**src/rtl/rtlramstapl_arb.sv**
```systemverilog
// rtlramstapl_arb: arbitrates an engine read port, an engine write port and a
// single-beat CPU port onto a dual-port RAM with RDLAT read latency and RAW forwarding.
module rtlramstapl_arb #(
    parameter int ADDRBIT = 5,
    parameter int WIDTH   = 32,
    parameter int RDLAT   = 3,
    parameter int TOBIT   = 8,
    parameter int TOUT    = 255
) (
    input  logic               clk,
    input  logic               rst,
    input  logic               active,
    input  logic               eng_re,
    input  logic [ADDRBIT-1:0] eng_ra,
    output logic [WIDTH-1:0]   eng_rdd,
    output logic               eng_rvld,
    input  logic               eng_we,
    input  logic [ADDRBIT-1:0] eng_wa,
    input  logic [WIDTH-1:0]   eng_wrd,
    input  logic               upen,
    input  logic [ADDRBIT-1:0] upa,
    input  logic               upws,
    input  logic               uprs,
    input  logic [WIDTH-1:0]   updi,
    output logic [WIDTH-1:0]   updo,
    output logic               uprdy,
    output logic               uperr,
    output logic               memwe,
    output logic [ADDRBIT-1:0] memwa,
    output logic [WIDTH-1:0]   memwrd,
    output logic               memre,
    output logic [ADDRBIT-1:0] memra,
    input  logic [WIDTH-1:0]   memrdd
);

    typedef struct packed {
        logic               vld;
        logic               eng;
        logic [ADDRBIT-1:0] addr;
        logic               hit;
        logic [WIDTH-1:0]   data;
    } rd_stage_t;

    localparam logic [TOBIT-1:0] TO_LAST = TOBIT'((TOUT > 0) ? (TOUT - 1) : 0);

    logic             engrd, engwr;
    logic             wr_pend, rd_pend, pend_any;
    logic             cpu_wr_ok, cpu_rd_ok, grant, abort;
    logic             rd_issue, rd_collide;
    logic [WIDTH-1:0] wr_data_q;
    logic [TOBIT-1:0] to_cnt;
    logic [RDLAT-1:0] cpu_v, cpu_rd;
    logic             cpu_done;
    rd_stage_t        entry, out_st;
    rd_stage_t        pipe [RDLAT];
    rd_stage_t        upd  [RDLAT];

    // Request qualification and grants; a pending CPU write always goes before a read.
    always_comb begin
        engrd      = rst & active & eng_re;
        engwr      = rst & active & eng_we;
        pend_any   = wr_pend | rd_pend;
        cpu_wr_ok  = rst & upen & wr_pend & (!engwr | (eng_wa == upa));
        cpu_rd_ok  = rst & upen & rd_pend & !wr_pend & (!engrd | (eng_ra == upa));
        grant      = cpu_wr_ok | cpu_rd_ok;
        abort      = (TOUT != 0) & rst & upen & pend_any & !grant & (to_cnt == TO_LAST);
        cpu_done   = upen & cpu_v[RDLAT-1];
    end

    // RAM port muxing: CPU data wins a same-address write collision.
    always_comb begin
        memwe      = engwr | cpu_wr_ok;
        memwa      = cpu_wr_ok ? upa : (engwr ? eng_wa : '0);
        memwrd     = cpu_wr_ok ? wr_data_q : (engwr ? eng_wrd : '0);
        rd_issue   = engrd | cpu_rd_ok;
        memra      = engrd ? eng_ra : (cpu_rd_ok ? upa : '0);
        rd_collide = memwe & (memwa == memra);
        memre      = rd_issue & !rd_collide;
    end

    // A read colliding with a same-cycle write starts life already forwarded.
    always_comb begin
        entry      = '0;
        entry.vld  = rd_issue;
        entry.eng  = engrd;
        entry.addr = memra;
        entry.hit  = rd_issue & rd_collide;
        entry.data = (rd_issue & rd_collide) ? memwrd : '0;
    end

    always_comb begin
        for (int k = 0; k < RDLAT; k++) begin
            upd[k] = pipe[k];
            if (pipe[k].vld && memwe && (memwa == pipe[k].addr)) begin
                upd[k].hit  = 1'b1;
                upd[k].data = memwrd;
            end
        end
        out_st = upd[RDLAT-1];
    end

    assign eng_rdd  = out_st.vld ? (out_st.hit ? out_st.data : memrdd) : '0;
    assign eng_rvld = out_st.vld & out_st.eng;

    always_ff @(posedge clk) begin
        if (!rst) begin
            for (int k = 0; k < RDLAT; k++) pipe[k] <= '0;
        end else begin
            pipe[0] <= entry;
            for (int k = 1; k < RDLAT; k++) pipe[k] <= upd[k-1];
        end
    end

    always_ff @(posedge clk) begin
        if (!rst) begin
            wr_pend   <= 1'b0;
            rd_pend   <= 1'b0;
            wr_data_q <= '0;
            to_cnt    <= '0;
        end else begin
            wr_pend <= upen & (upws | (wr_pend & !cpu_wr_ok & !abort));
            rd_pend <= upen & (uprs | (rd_pend & !cpu_rd_ok & !abort));
            if (upen && upws) wr_data_q <= updi;
            to_cnt  <= (upen & pend_any & !grant & !abort) ? to_cnt + TOBIT'(1) : '0;
        end
    end

    // CPU completion tags; dropping upen discards anything still in flight.
    always_ff @(posedge clk) begin
        if (!rst || !upen) begin
            cpu_v  <= '0;
            cpu_rd <= '0;
        end else begin
            cpu_v[0]  <= grant;
            cpu_rd[0] <= cpu_rd_ok;
            for (int k = 1; k < RDLAT; k++) begin
                cpu_v[k]  <= cpu_v[k-1];
                cpu_rd[k] <= cpu_rd[k-1];
            end
        end
    end

    // An abort colliding with an older completion reports the abort.
    always_ff @(posedge clk) begin
        if (!rst) begin
            uprdy <= 1'b0;
            uperr <= 1'b0;
            updo  <= '0;
        end else begin
            uprdy <= abort | cpu_done;
            uperr <= abort;
            if (!upen || abort)
                updo <= '0;
            else if (cpu_done)
                updo <= cpu_rd[RDLAT-1] ? eng_rdd : '0;
        end
    end

endmodule
```
**config.mk**
```make
export PLATFORM = sky130hd
export DESIGN_NAME = rtlramstapl_arb
export DESIGN_NICKNAME = d
export VERILOG_FILES = /design/src/rtl/rtlramstapl_arb.sv
export SDC_FILE = /design/constraint.sdc
export NUM_CORES = 1
export LEC_CHECK = 0
export CAP_MARGIN = 30
export CORE_MARGIN = 2
export CORE_UTILIZATION = 48
export CTS_CLUSTER_DIAMETER = 50
export DETAILED_ROUTE_END_ITERATION = 6
export PLACE_DENSITY = 0.77
export SLEW_MARGIN = 15
export SYNTH_ARGS = -nofsm -noshare
export SYNTH_HDL_FRONTEND = slang
export SYNTH_SLANG_ARGS = --single-unit
```
**constraint.sdc**
```tcl
create_clock -name clk -period 3.9 [get_ports clk]
set_clock_uncertainty 0.2 [all_clocks]
set_input_delay 0.585 -clock clk [delete_from_list [all_inputs] [get_ports clk]]
set_output_delay 0.585 -clock clk [all_outputs]
set_load 0.03 [all_outputs]
```
==> results.txt, run 1 <==
----------------------------------------------------
[Status]
  Outcome ... finished clean

[Synthesis]
  Fraction of registers with async set or reset after synthesis ... 0%
  Library cells used by synthesis ... 55
  Number of flops mapped to enable cells by yosys ... 0
  Syn. warnings ... 0
  Post-synthesis sequential element count ... 202
  Net count of the mapped netlist ... 1306
  Syn Std Cell Area ... 10300 µm²
  Largest area contributor in the synthesized netlist ... sky130_fd_sc_hd__dfxtp_1
  Average cell area after synthesis ... 8.72 µm²
  Synthesized netlist cell count ... 1185
  Share of the synthesized area in the top cell type ... 39.1%
  Largest cells by area after synthesis ... sky130_fd_sc_hd__dfxtp_1 (39%), sky130_fd_sc_hd__a211oi_1 (9.4%), sky130_fd_sc_hd__a211oi_2 (3.6%)
  Sequential area share after synthesis ... 39.1%
  Top flip-flop cell by instance count after synthesis ... sky130_fd_sc_hd__dfxtp_1

[Clock tree]
  Clock tree root buffer cell ... sky130_fd_sc_hd__clkbuf_16
  Clock network latency to the later pin of the worst-skew pair ... 0.52 ns
  TritonCTS Buffers ... 25
  # clock sinks ... 202
  Maximum count of clock buffers along a single path ... 3
  Depth of the CTS H-tree ... 1
  Clock transition time at the flip-flop clock pins of the worst setup and hold paths ... 0.06 ns
  Clock tree from TritonCTS ... built

[Floorplanning]
  Area of the core ... 21100 µm²
  Effective utilization at floorplan ... 49.0%
  Total number of placement rows ... 53
  Chip height ... 151 µm
  Die Width ... 151 µm
  Number of top-level design ports ... 230
  Die Area ... 22700 µm²

[Place]
  Detailed placer's ending HPWL ... 26.5 mm
  Post-Place Setup Slack ... -0.232 ns
  Final estimated routing congestion in global placement ... 0.934
  Number of port buffers ... 229

[Route]
  Drt wl/cell ... 20.5 µm
  Number of detailed-routing iterations run before antenna repair ... 6
  Residual DRC ... 0
  Final routed wirelength across all metal layers ... 36.7 mm
  Violation count after the first detailed-route iteration ... 1063
  Number of vias per cell after detailed routing ... 5.95
  Via count ... 10600
  Number of routed nets with antenna violations ... 0

[Timing]
  Highest Clock Rate ... 0.261 GHz
  Final count of hold timing violations ... 0
  Setup TNS Final ... 0 ns
  Worst-case headroom to the max-slew limit ... 39.5%
  Slew @ Worst Pin ... 0.908 ns
  Worst setup margin ... 0.0741 ns
  Post-route minimum period ... 3.83 ns
  Final setup vio count ... 0
  Worst Hold Slack ... 0.225 ns
  Max Transition Viols Final ... 0
  Share of the cycle needed by the critical path after routing ... 98.1%

[Min path]
  Class of the tightest hold or removal check ... register to register
  Number of instances on the worst hold path ... 2

[Global routing]
  Via count of the first global-routing pass ... 9805
  Maximum number of pins on one net before global-route repair ... 48
  Overall track demand over capacity in global routing ... 31.1%
  Total gr overflow ... 0
  Antenna violations before repair ... 0
  First-pass GRT wire length ... 55.0 mm

[Worst setup path]
  Crit end category ... output pin
  Req. time, crit path ... 3.12 ns
  Crit path kind ... primary input to output pin
  Startpoint type of the worst setup path ... primary input
  R2R depth ... 19
  Maximum fanout count along the critical path ... 14
  Arrival time reported for the critical path endpoint ... 3.04 ns

[Cells and area]
  Net count reported at finish ... 1613
  Growth of design area from synthesis to finish ... 47.2%
  Antenna cell count ... 0
  Util after Layout ... 72.1%
  Share of cells above drive strength 1 ... 27.3%

[Power and ir drop]
  Maximum vdd ir drop ... 387 µV
  Pwr dens ... 335 nW/µm²
  Fraction of power consumed by combinational cells ... 12.7%
  Sw frac ... 25.4%
  Sequential share of power ... 41.4%
  Switching power ... 1.30 mW
  Total Power Consumption ... 5.10 mW
  Portion of total power attributed to the clock network ... 45.9%
  Static Leakage ... 5.62 nW
  Internal cell power ... 3.81 mW

[Run]
  # Max-Cap Violations ... 0

----------------------------------------------------
[final timing paths]
path | startpoint | end | slack [ns]
setup / recovery | active | eng_rdd[30] | 0.07
hold / removal | pipe[0][20] | pipe[0][60] | 0.22
setup reg to reg | wr_pend | updo[8] | 0.15
hold reg to reg | pipe[0][20] | pipe[0][60] | 0.22
[layout by cell type (no fill, tap or decap), types with 18 or more instances in the layout]
master                              n
sky130_fd_sc_hd__a211oi_1         129
sky130_fd_sc_hd__a211oi_2          31
sky130_fd_sc_hd__a21oi_1           38
sky130_fd_sc_hd__a22o_1            29
sky130_fd_sc_hd__and2_1            19
sky130_fd_sc_hd__buf_12            45
sky130_fd_sc_hd__buf_4            195
sky130_fd_sc_hd__clkbuf_16         27
sky130_fd_sc_hd__clkdlybuf4s50_1  148
sky130_fd_sc_hd__dfxtp_1          201
sky130_fd_sc_hd__inv_1             76
sky130_fd_sc_hd__mux2_2            19
sky130_fd_sc_hd__mux2i_1           18
sky130_fd_sc_hd__nand2_1           86
sky130_fd_sc_hd__nand3_1           51
sky130_fd_sc_hd__nor2_1            45
sky130_fd_sc_hd__nor3_1            40
sky130_fd_sc_hd__nor4b_1           19
sky130_fd_sc_hd__o21ai_0           35
sky130_fd_sc_hd__o31ai_1           33
sky130_fd_sc_hd__or4b_2            18
[routing by layer]
| metal | vias up | share of wire (%) | GRT usage, % | routed length, µm |
|---|---|---|---|---|
| met2 | 555 | 44 | 47.2 | 16100 |
| met4 | 0 | 1.4 | 5.42 | 500 |
| met1 | 5085 | 43 | 45.1 | 15600 |
| li1 | 4937 | - | - | - |
| met5 | - | 0 | 0 | 0 |
| met3 | 56 | 12 | 8.18 | 4400 |
[per-stage QoR]
step	instances	cell area (µm²)
floorplan	1185	10300
global placement	1713	13900
detailed placement	1714	14000
CTS	1773	15000
global route	1786	15200
finish	1786	15200
[cell families (layout without fill, tap and decap cells)]
logic type / count (synthesis) / after routing / synth area share, %
flip-flops: 202 / 202 / 39.1
buffers and inverters: 207 / 533 / 8.69
AO/OA/AOI/OAI: 353 / 353 / 26.8
XOR/XNOR: 35 / 35 / 2.97
multiplexers: 37 / 37 / 3.81
AND/OR/NAND/NOR: 349 / 349 / 18.4
adder cells (fa/ha/maj): 2 / 2 / 0.242
[Yosys cell counts, types with 5 or more instances]
master                     count
sky130_fd_sc_hd__a211oi_1    130
sky130_fd_sc_hd__a211oi_2     30
sky130_fd_sc_hd__a21oi_1      39
sky130_fd_sc_hd__a22o_1       32
sky130_fd_sc_hd__and2_1       19
sky130_fd_sc_hd__and3_1        8
sky130_fd_sc_hd__and4_1        5
sky130_fd_sc_hd__buf_1         8
sky130_fd_sc_hd__buf_2        16
sky130_fd_sc_hd__buf_4         7
sky130_fd_sc_hd__buf_6        10
sky130_fd_sc_hd__clkbuf_1     89
sky130_fd_sc_hd__dfxtp_1     202
sky130_fd_sc_hd__inv_1        76
sky130_fd_sc_hd__mux2_2       19
sky130_fd_sc_hd__mux2i_1      18
sky130_fd_sc_hd__nand2_1      86
sky130_fd_sc_hd__nand3_1      52
sky130_fd_sc_hd__nand4_1      14
sky130_fd_sc_hd__nor2_1       46
sky130_fd_sc_hd__nor2b_1      13
sky130_fd_sc_hd__nor3_1       51
sky130_fd_sc_hd__nor4b_1      19
sky130_fd_sc_hd__o211ai_1     10
sky130_fd_sc_hd__o211ai_2      9
sky130_fd_sc_hd__o21ai_0      35
sky130_fd_sc_hd__o21ai_1       7
sky130_fd_sc_hd__o31ai_1      33
sky130_fd_sc_hd__o41ai_1      13
sky130_fd_sc_hd__or4b_2       18
sky130_fd_sc_hd__xnor2_1      17
sky130_fd_sc_hd__xor2_1       18
[cell type report]
class | instances | area, µm²
Timing Repair Buffer | 410 | 4120
Tap cell | 275 | 344
Multi-Input combinational cell | 776 | 5570
Fill cell | 1543 | 5880
Clock inverter | 14 | 143
Clock buffer | 32 | 702
Sequential cell | 202 | 4050
Inverter | 77 | 289
[power groups by stage]
stage	sequential (mW)	combinational [mW]	clock, mW
CTS	2.11	0.623	2.36
global placement	2.16	0.596	0
global route	2.11	0.681	2.44
finish	2.11	0.646	2.34
floorplan	2.14	0.287	0
detailed placement	2.16	0.606	0
[registers in the layout, summed over array words and instances (netlist names), 3 cells and up]
name / cells
pipe: 120
cpu_rd: 3
updo: 32
cpu_v: 3
wr_data_q: 32
to_cnt: 8
[repair_timing]
item / in CTS / in global routing
cloned: 0 / 2
hold buffers: 0 / 0
buffers inserted: 13 / 10
endpoints found under the setup margin: 33 / 31
resized for setup: 34 / 12
pin swaps: 10 / 7
[critical path, stage by stage]
cell                            delay, ns
sky130_fd_sc_hd__dlygate4sd2_1       0.38
sky130_fd_sc_hd__nand3_4             0.23
sky130_fd_sc_hd__a31oi_4             0.27
sky130_fd_sc_hd__xnor2_1             0.12
sky130_fd_sc_hd__buf_4               0.21
sky130_fd_sc_hd__nor4_4              0.32
sky130_fd_sc_hd__buf_12              0.16
sky130_fd_sc_hd__buf_4               0.17
sky130_fd_sc_hd__o211ai_1            0.16
sky130_fd_sc_hd__nor3_2              0.27
sky130_fd_sc_hd__buf_12              0.16
No activity file was read; power rests on OpenSTA's default activity.
==> run 2, diff against run 1 <==
- CORE_UTILIZATION: 48 -> 42
- PLACE_DENSITY: 0.77 -> 0.68
==> results.txt, run 2 (synthesized netlist as in run 1, its figures left out) <==
----------------------------------------------------
[Floorplanning]
  Chip height ... 161 µm (+6.7%)
  Die Width ... 161 µm (+6.7%)
  Effective utilization at floorplan ... 42.6% (-6.4 points)
  Die Area ... 25900 µm² (+14%)
  Area of the core ... 24200 µm² (+15%)
  Number of top-level design ports ... 230 (unchanged)
  Total number of placement rows ... 57 (+7.5%)

[Route]
  Via count ... 10200 (-4.4%)
  Number of routed nets with antenna violations ... 0 (unchanged)
  Final routed wirelength across all metal layers ... 35.7 mm (-2.6%)
  Number of vias per cell after detailed routing ... 5.63 (-5.4%)
  Residual DRC ... 0 (unchanged)
  Number of detailed-routing iterations run before antenna repair ... 5 (-1)
  Violation count after the first detailed-route iteration ... 870 (-18%)
  Drt wl/cell ... 19.8 µm (-3.7%)

[Power and ir drop]
  Internal cell power ... 3.98 mW (+4.7%)
  Switching power ... 1.34 mW (+3.4%)
  Sequential share of power ... 39.5% (-1.9 points)
  Total Power Consumption ... 5.32 mW (+4.3%)
  Fraction of power consumed by combinational cells ... 12.3% (-0.4 points)
  Sw frac ... 25.2% (-0.24 points)
  Static Leakage ... 5.64 nW (+0.25%)
  Maximum vdd ir drop ... 337 µV (-13%)
  Pwr dens ... 342 nW/µm² (+2.0%)
  Portion of total power attributed to the clock network ... 48.2% (+2.3 points)

[Worst setup path]
  Gate family responsible for the most delay along the worst path ... buffers and inverters
  List of cells traversed by the critical path ... clkdlybuf4s50_1, xor2_2, nor3_4, a21o_1, buf_12, buf_12, or4b_2, o211ai_1, nor3_2, buf_12
  Worst reg-to-reg setup slack ... 1.00 ns (+0.85 ns)
  R2R depth ... 8 (-11)
  Req. time, crit path ... 3.12 ns (about the same)
  Arrival time reported for the critical path endpoint ... 3.00 ns (-0.04 ns)
  Worst R2R End ... pipe[0][110]
  CP bufs+invs ... 4 (-1)
  Largest stage delay on the critical path ... 0.65 ns (+0.27 ns)
  Startpoint type of the worst setup path ... primary input
  Critical Path Source ... upa[2]
  Crit end category ... output pin
  Most frequent cell on the critical path ... sky130_fd_sc_hd__buf_12
  Launch instance of the worst register-to-register path ... wr_pend
  Maximum fanout count along the critical path ... 23 (+9)
  Slowest stage cell, crit path ... sky130_fd_sc_hd__or4b_2
  Crit path kind ... primary input to output pin

[Timing]
  Slew @ Worst Pin ... 0.889 ns (-0.0187 ns)
  Post-route minimum period ... 3.79 ns (-0.0378 ns)
  Max Transition Viols Final ... 0 (unchanged)
  Final setup vio count ... 0 (unchanged)
  Worst Hold Slack ... 0.220 ns (-0.00491 ns)
  Share of the cycle needed by the critical path after routing ... 97.1% (-0.97 points)
  Unrepaired setup endpoints after global routing ... no
  Highest Clock Rate ... 0.264 GHz (+1.0%)
  Setup TNS Final ... 0 ns (unchanged)
  Worst-case headroom to the max-slew limit ... 40.6% (+1.2 points)
  Final count of hold timing violations ... 0 (unchanged)

[Global routing]
  Via count of the first global-routing pass ... 9497 (-3.1%)
  Antenna violations before repair ... 1 (+1)
  Overall track demand over capacity in global routing ... 25.7% (-5.5 points)
  Total gr overflow ... 0 (unchanged)
  First-pass GRT wire length ... 53.0 mm (-3.7%)
  Maximum number of pins on one net before global-route repair ... 51 (+6.3%)

[Min path]
  Number of instances on the worst hold path ... 2 (unchanged)
  Class of the tightest hold or removal check ... register to register
  Hold Path End ... pipe[0][61]
  Worst min-delay path startpoint ... pipe[0][21]

[Clock tree]
  # clock sinks ... 202 (unchanged)
  Clock network latency to the later pin of the worst-skew pair ... 0.53 ns (about the same)
  TritonCTS Buffers ... 26 (+4.0%)
  Maximum count of clock buffers along a single path ... 3 (unchanged)
  Clock tree root buffer cell ... sky130_fd_sc_hd__clkbuf_16
  Depth of the CTS H-tree ... 1 (unchanged)
  Clock transition time at the flip-flop clock pins of the worst setup and hold paths ... 0.06 ns (about the same)
  Clock tree from TritonCTS ... built
  Cts-stage hold buffer count ... 0 (unchanged)

[Cells and area]
  Most frequent standard cell in the layout excluding fill and tap cells ... sky130_fd_sc_hd__dfxtp_1
  Largest register by flop count ... pipe
  Net count reported at finish ... 1583 (-1.9%)
  Most frequent cells in the layout ... sky130_fd_sc_hd__dfxtp_1 (200), sky130_fd_sc_hd__buf_4 (160), sky130_fd_sc_hd__clkdlybuf4s50_1 (145)
  Largest regs ... pipe x120, updo x32, wr_data_q x32
  Util after Layout ... 64.1% (-8.0 points)
  Flip-flop count of the largest register after layout ... 120 (unchanged)
  Final instance count without filler cells ... 1806 (+1.1%)
  Number of filler instances in the final layout ... 1987 (+29%)
  Share of cells above drive strength 1 ... 28.2% (+0.96 points)
  Growth of design area from synthesis to finish ... 50.5%

[Place]
  Number of port buffers ... 229 (unchanged)
  Final estimated routing congestion in global placement ... 0.914 (-2.1%)
  Cell count after placement ... 1748 (+2.0%)
  Detailed placer's ending HPWL ... 25.2 mm (-4.9%)

[Run]
  # Max-Cap Violations ... 0 (unchanged)

[Status]
  Outcome ... finished clean

----------------------------------------------------
[run 2: cell types whose count changed in the layout (fill, tap and decap cells not counted), moves of 5 or more]
cell,before,now
sky130_fd_sc_hd__nor3_2,12,23
sky130_fd_sc_hd__a211oi_4,0,15
sky130_fd_sc_hd__dlygate4sd2_1,11,0
sky130_fd_sc_hd__dlymetal6s2s_1,2,13
sky130_fd_sc_hd__clkinv_2,7,2
sky130_fd_sc_hd__a211oi_2,31,17
sky130_fd_sc_hd__clkinvlp_4,1,6
sky130_fd_sc_hd__buf_4,195,160
sky130_fd_sc_hd__clkbuf_16,27,32
sky130_fd_sc_hd__nor3_1,40,25
[run 2: worst max path at each step]
stage | to | cells past startpoint | slack [ns]
4_1_cts | eng_rdd[21] | 11 | 0.0002
3_5_place_dp | eng_rdd[7] | 10 | -0.17
2_1_floorplan | eng_rdd[31] | 8 | 0.21
3_3_place_gp | eng_rdd[7] | 10 | -0.09
6_report | eng_rdd[5] | 10 | 0.11
5_1_grt | eng_rdd[21] | 11 | 0.02
[run 2: per-layer routing]
| metal | vias up | part of all wire, % | GRT usage, % |
|---|---|---|---|
| met5 | - | 0 | 0 |
| met4 | 0 | 2.5 | 6.29 |
| met3 | 55 | 9.9 | 5.09 |
| met2 | 480 | 43 | 38.3 |
| met1 | 4773 | 44 | 38.0 |
| li1 | 4859 | - | - |
[run 2: layout make-up]
| class | count | area [µm²] | share of cell area [%] |
|---|---|---|---|
| Timing Repair Buffer | 379 | 4020 | 25.9 |
| Antenna cell | 1 | 2.50 | 0.0161 |
| Sequential cell | 202 | 4050 | 26.0 |
| Clock buffer | 31 | 721 | 4.63 |
| Tap cell | 324 | 405 | 2.61 |
| Inverter | 77 | 289 | 1.86 |
| Multi-Input combinational cell | 776 | 5860 | 37.7 |
| Clock inverter | 16 | 210 | 1.35 |
[run 2: what timing repair did]
item,4_1_cts,5_1_grt
cloned,0,5
pin swaps,0,16
gates resized for setup,30,66
setup endpoints to repair,32,33
setup buffers,0,5
[run 2: stage by stage]
step                      worst slack, ns  cell area, µm²
final                               0.112           15600
after global routing               0.0220           15600
after CTS                        0.000155           15100
after detailed placement           -0.174           14000
after global placement            -0.0950           13900
after floorplan                     0.209           10300
[run 2: power by group through the flow]
stage | registers (mW) | clock network, mW | logic, mW
4_1_cts | 2.10 | 2.59 | 0.620
3_5_place_dp | 2.15 | 0 | 0.609
5_1_grt | 2.11 | 2.68 | 0.691
3_3_place_gp | 2.15 | 0 | 0.598
6_report | 2.11 | 2.57 | 0.653
2_1_floorplan | 2.14 | 0 | 0.287
[run 2: worst min-delay path, delay by kind of cell, from the launching register on]
family / cells / cell delay, ns
AO/OA/AOI/OAI: 1 / 0.05
buffers and inverters: 1 / 0.04
flip-flops: 1 / 0.29
==> run 3, diff against run 2 <==
- CORE_UTILIZATION: 42 -> 50
- PLACE_DENSITY: 0.68 -> 0.79
==> results.txt, run 3 (synthesized netlist as in run 1, its figures left out) <==
----------------------------------------------------
[Status]
  Outcome ... finished clean

[Run]
  # Max-Cap Violations ... 0 (unchanged)

[Worst setup path]
  List of cells traversed by the critical path ... clkdlybuf4s50_1, xor2_2, nor4_2, a21o_4, or3_4, buf_12, buf_12, a211oi_2, nor3_1, buf_4
  Slowest stage cell, crit path ... sky130_fd_sc_hd__clkdlybuf4s50_1
  Req. time, crit path ... 3.12 ns (about the same)
  Maximum fanout count along the critical path ... 7 (-70%)
  Most frequent cell on the critical path ... sky130_fd_sc_hd__buf_12
  Crit path kind ... primary input to output pin
  Gate family responsible for the most delay along the worst path ... buffers and inverters
  Arrival time reported for the critical path endpoint ... 3.10 ns (+0.10 ns)
  Startpoint type of the worst setup path ... primary input
  CP bufs+invs ... 4 (unchanged)
  Largest stage delay on the critical path ... 0.55 ns (-0.10 ns)
  Crit end category ... output pin

[Timing]
  Highest Clock Rate ... 0.258 GHz (-2.4%)
  Post-route minimum period ... 3.88 ns (+0.0922 ns)
  Worst Hold Slack ... 0.231 ns (+0.0113 ns)
  Share of the cycle needed by the critical path after routing ... 99.5% (+2.4 points)
  Slew @ Worst Pin ... 0.964 ns (+0.0743 ns)
  Worst-case headroom to the max-slew limit ... 35.7% (-4.9 points)
  Final setup vio count ... 0 (unchanged)
  Max Transition Viols Final ... 0 (unchanged)
  Final count of hold timing violations ... 0 (unchanged)
  Setup TNS Final ... 0 ns (unchanged)

[Clock tree]
  # clock sinks ... 202 (unchanged)
  Clock transition time at the flip-flop clock pins of the worst setup and hold paths ... 0.06 ns (about the same)
  Clock tree root buffer cell ... sky130_fd_sc_hd__clkbuf_16
  Maximum count of clock buffers along a single path ... 3 (unchanged)
  TritonCTS Buffers ... 24 (-7.7%)
  Clock network latency to the later pin of the worst-skew pair ... 0.52 ns (about the same)
  Depth of the CTS H-tree ... 1 (unchanged)
  Clock tree from TritonCTS ... built

[Global routing]
  First-pass GRT wire length ... 53.8 mm (+1.5%)
  Total gr overflow ... 0 (unchanged)
  Antenna violations before repair ... 0 (-1)
  Maximum number of pins on one net before global-route repair ... 56 (+9.8%)
  Via count of the first global-routing pass ... 9676 (+1.9%)
  Overall track demand over capacity in global routing ... 30.8% (+5.1 points)

[Floorplanning]
  Die Width ... 148 µm (-8.1%)
  Number of top-level design ports ... 230 (unchanged)
  Area of the core ... 20200 µm² (-17%)
  Total number of placement rows ... 52 (-8.8%)
  Die Area ... 21800 µm² (-16%)
  Effective utilization at floorplan ... 51.1% (+8.5 points)
  Chip height ... 148 µm (-8.1%)

[Place]
  Final estimated routing congestion in global placement ... 0.907 (-0.79%)
  Number of port buffers ... 229 (unchanged)
  Detailed placer's ending HPWL ... 24.6 mm (-2.2%)

[Power and ir drop]
  Switching power ... 1.25 mW (-6.6%)
  Static Leakage ... 5.52 nW (-2.1%)
  Sequential share of power ... 42.3% (+2.8 points)
  Pwr dens ... 330 nW/µm² (-3.5%)
  Fraction of power consumed by combinational cells ... 12.9% (+0.6 points)
  Maximum vdd ir drop ... 352 µV (+4.3%)
  Portion of total power attributed to the clock network ... 44.8% (-3.4 points)
  Sw frac ... 25.1% (-0.033 points)
  Internal cell power ... 3.73 mW (-6.5%)

[Route]
  Drt wl/cell ... 20.5 µm (+3.7%)
  Number of detailed-routing iterations run before antenna repair ... 5 (unchanged)
  Via count ... 10500 (+3.1%)
  Final routed wirelength across all metal layers ... 35.9 mm (+0.51%)
  Violation count after the first detailed-route iteration ... 1145 (+32%)
  Residual DRC ... 0 (unchanged)
  Number of vias per cell after detailed routing ... 5.99 (+6.3%)
  Number of routed nets with antenna violations ... 0 (unchanged)

[Cells and area]
  Largest register by flop count ... pipe
  Flip-flop count of the largest register after layout ... 120 (unchanged)
  Largest regs ... pipe x120, updo x32, wr_data_q x32
  Net count reported at finish ... 1586 (+0.19%)
  Most frequent cells in the layout ... sky130_fd_sc_hd__dfxtp_1 (200), sky130_fd_sc_hd__buf_4 (171), sky130_fd_sc_hd__clkdlybuf4s50_1 (153)
  Share of cells above drive strength 1 ... 26.9% (-1.3 points)
  Most frequent standard cell in the layout excluding fill and tap cells ... sky130_fd_sc_hd__dfxtp_1
  Growth of design area from synthesis to finish ... 45.9%
  Antenna cell count ... 0 (-1)

[Min path]
  Class of the tightest hold or removal check ... register to register

----------------------------------------------------
## run 3: changes by cell type in the layout (fill, tap and decap cells not counted), sizes merged
cell	change
dlymetal6s2s	-4
clkbuf	+2
clkdlybuf4s50	+8
dlygate4sd2	+1
diode	-1
buf	+1
bufinv	-3
clkinvlp	-5
## run 3: metal layers
layer	wire length [µm]	vias to the layer above	GRT usage [%]
met5	0	-	0
met4	714	0	7.12
met3	3860	72	5.99
met2	16000	553	46.1
met1	15300	4979	45.8
li1	-	4879	-
## run 3: final cells by class
class                      count  area (µm²)
multi-input combinational    776        5660
fill                        1430        5160
sequential                   202        4050
timing repair buffer         384        3940
clock buffer                  34         709
tap                          270         338
inverter                      77         289
clock inverter                 8        88.8
## run 3: what timing repair did
item | in CTS | in global routing
resized for setup | 17 | 41
endpoints found under the setup margin | 32 | 33
pin swaps | 0 | 9
cloned | 0 | 4
hold buffers | 0 | 0
buffers inserted | 0 | 6
## run 3: through the flow
step	instances	worst slack (ns)	total power [mW]	instance area, µm²	utilization (%)
global placement	1697	-0.0846	2.74	13800	68.4
CTS	1741	-0.0559	4.96	14700	72.9
global route	1751	-0.0233	5.12	15100	74.5
detailed placement	1699	-0.139	2.75	13900	68.6
floorplan	1185	0.209	2.43	10300	-
finish	1751	0.0197	4.98	15100	74.5
## run 3: path summary, 6_finish.rpt
check / start / end / slack (ns) / cells past startpoint
worst max-delay path: eng_wa[0] / eng_rdd[18] / 0.02 / 10
worst min-delay path: pipe[0][38] / pipe[0][78] / 0.23 / 1
worst max register to register: wr_pend / pipe[0][105] / 0.93 / 7
worst min register to register: pipe[0][38] / pipe[0][78] / 0.23 / 1
## run 3: worst reg2reg max path: cells and delay by family, from the launching register on
family	cells	cell delay (ns)
buffers and inverters	1	0.16
xor gates and xnor gates	1	0.10
AOI/OAI and AO/OA	3	1.11
and+or+nand+nor	2	0.89
DFF	1	0.35
## run 3: power groups by stage
stage | clock, mW | combinational (mW) | sequential (mW)
3_5_place_dp | 0 | 0.603 | 2.15
3_3_place_gp | 0 | 0.594 | 2.15
4_1_cts | 2.25 | 0.609 | 2.11
6_report | 2.23 | 0.641 | 2.11
2_1_floorplan | 0 | 0.287 | 2.14
5_1_grt | 2.33 | 0.677 | 2.11
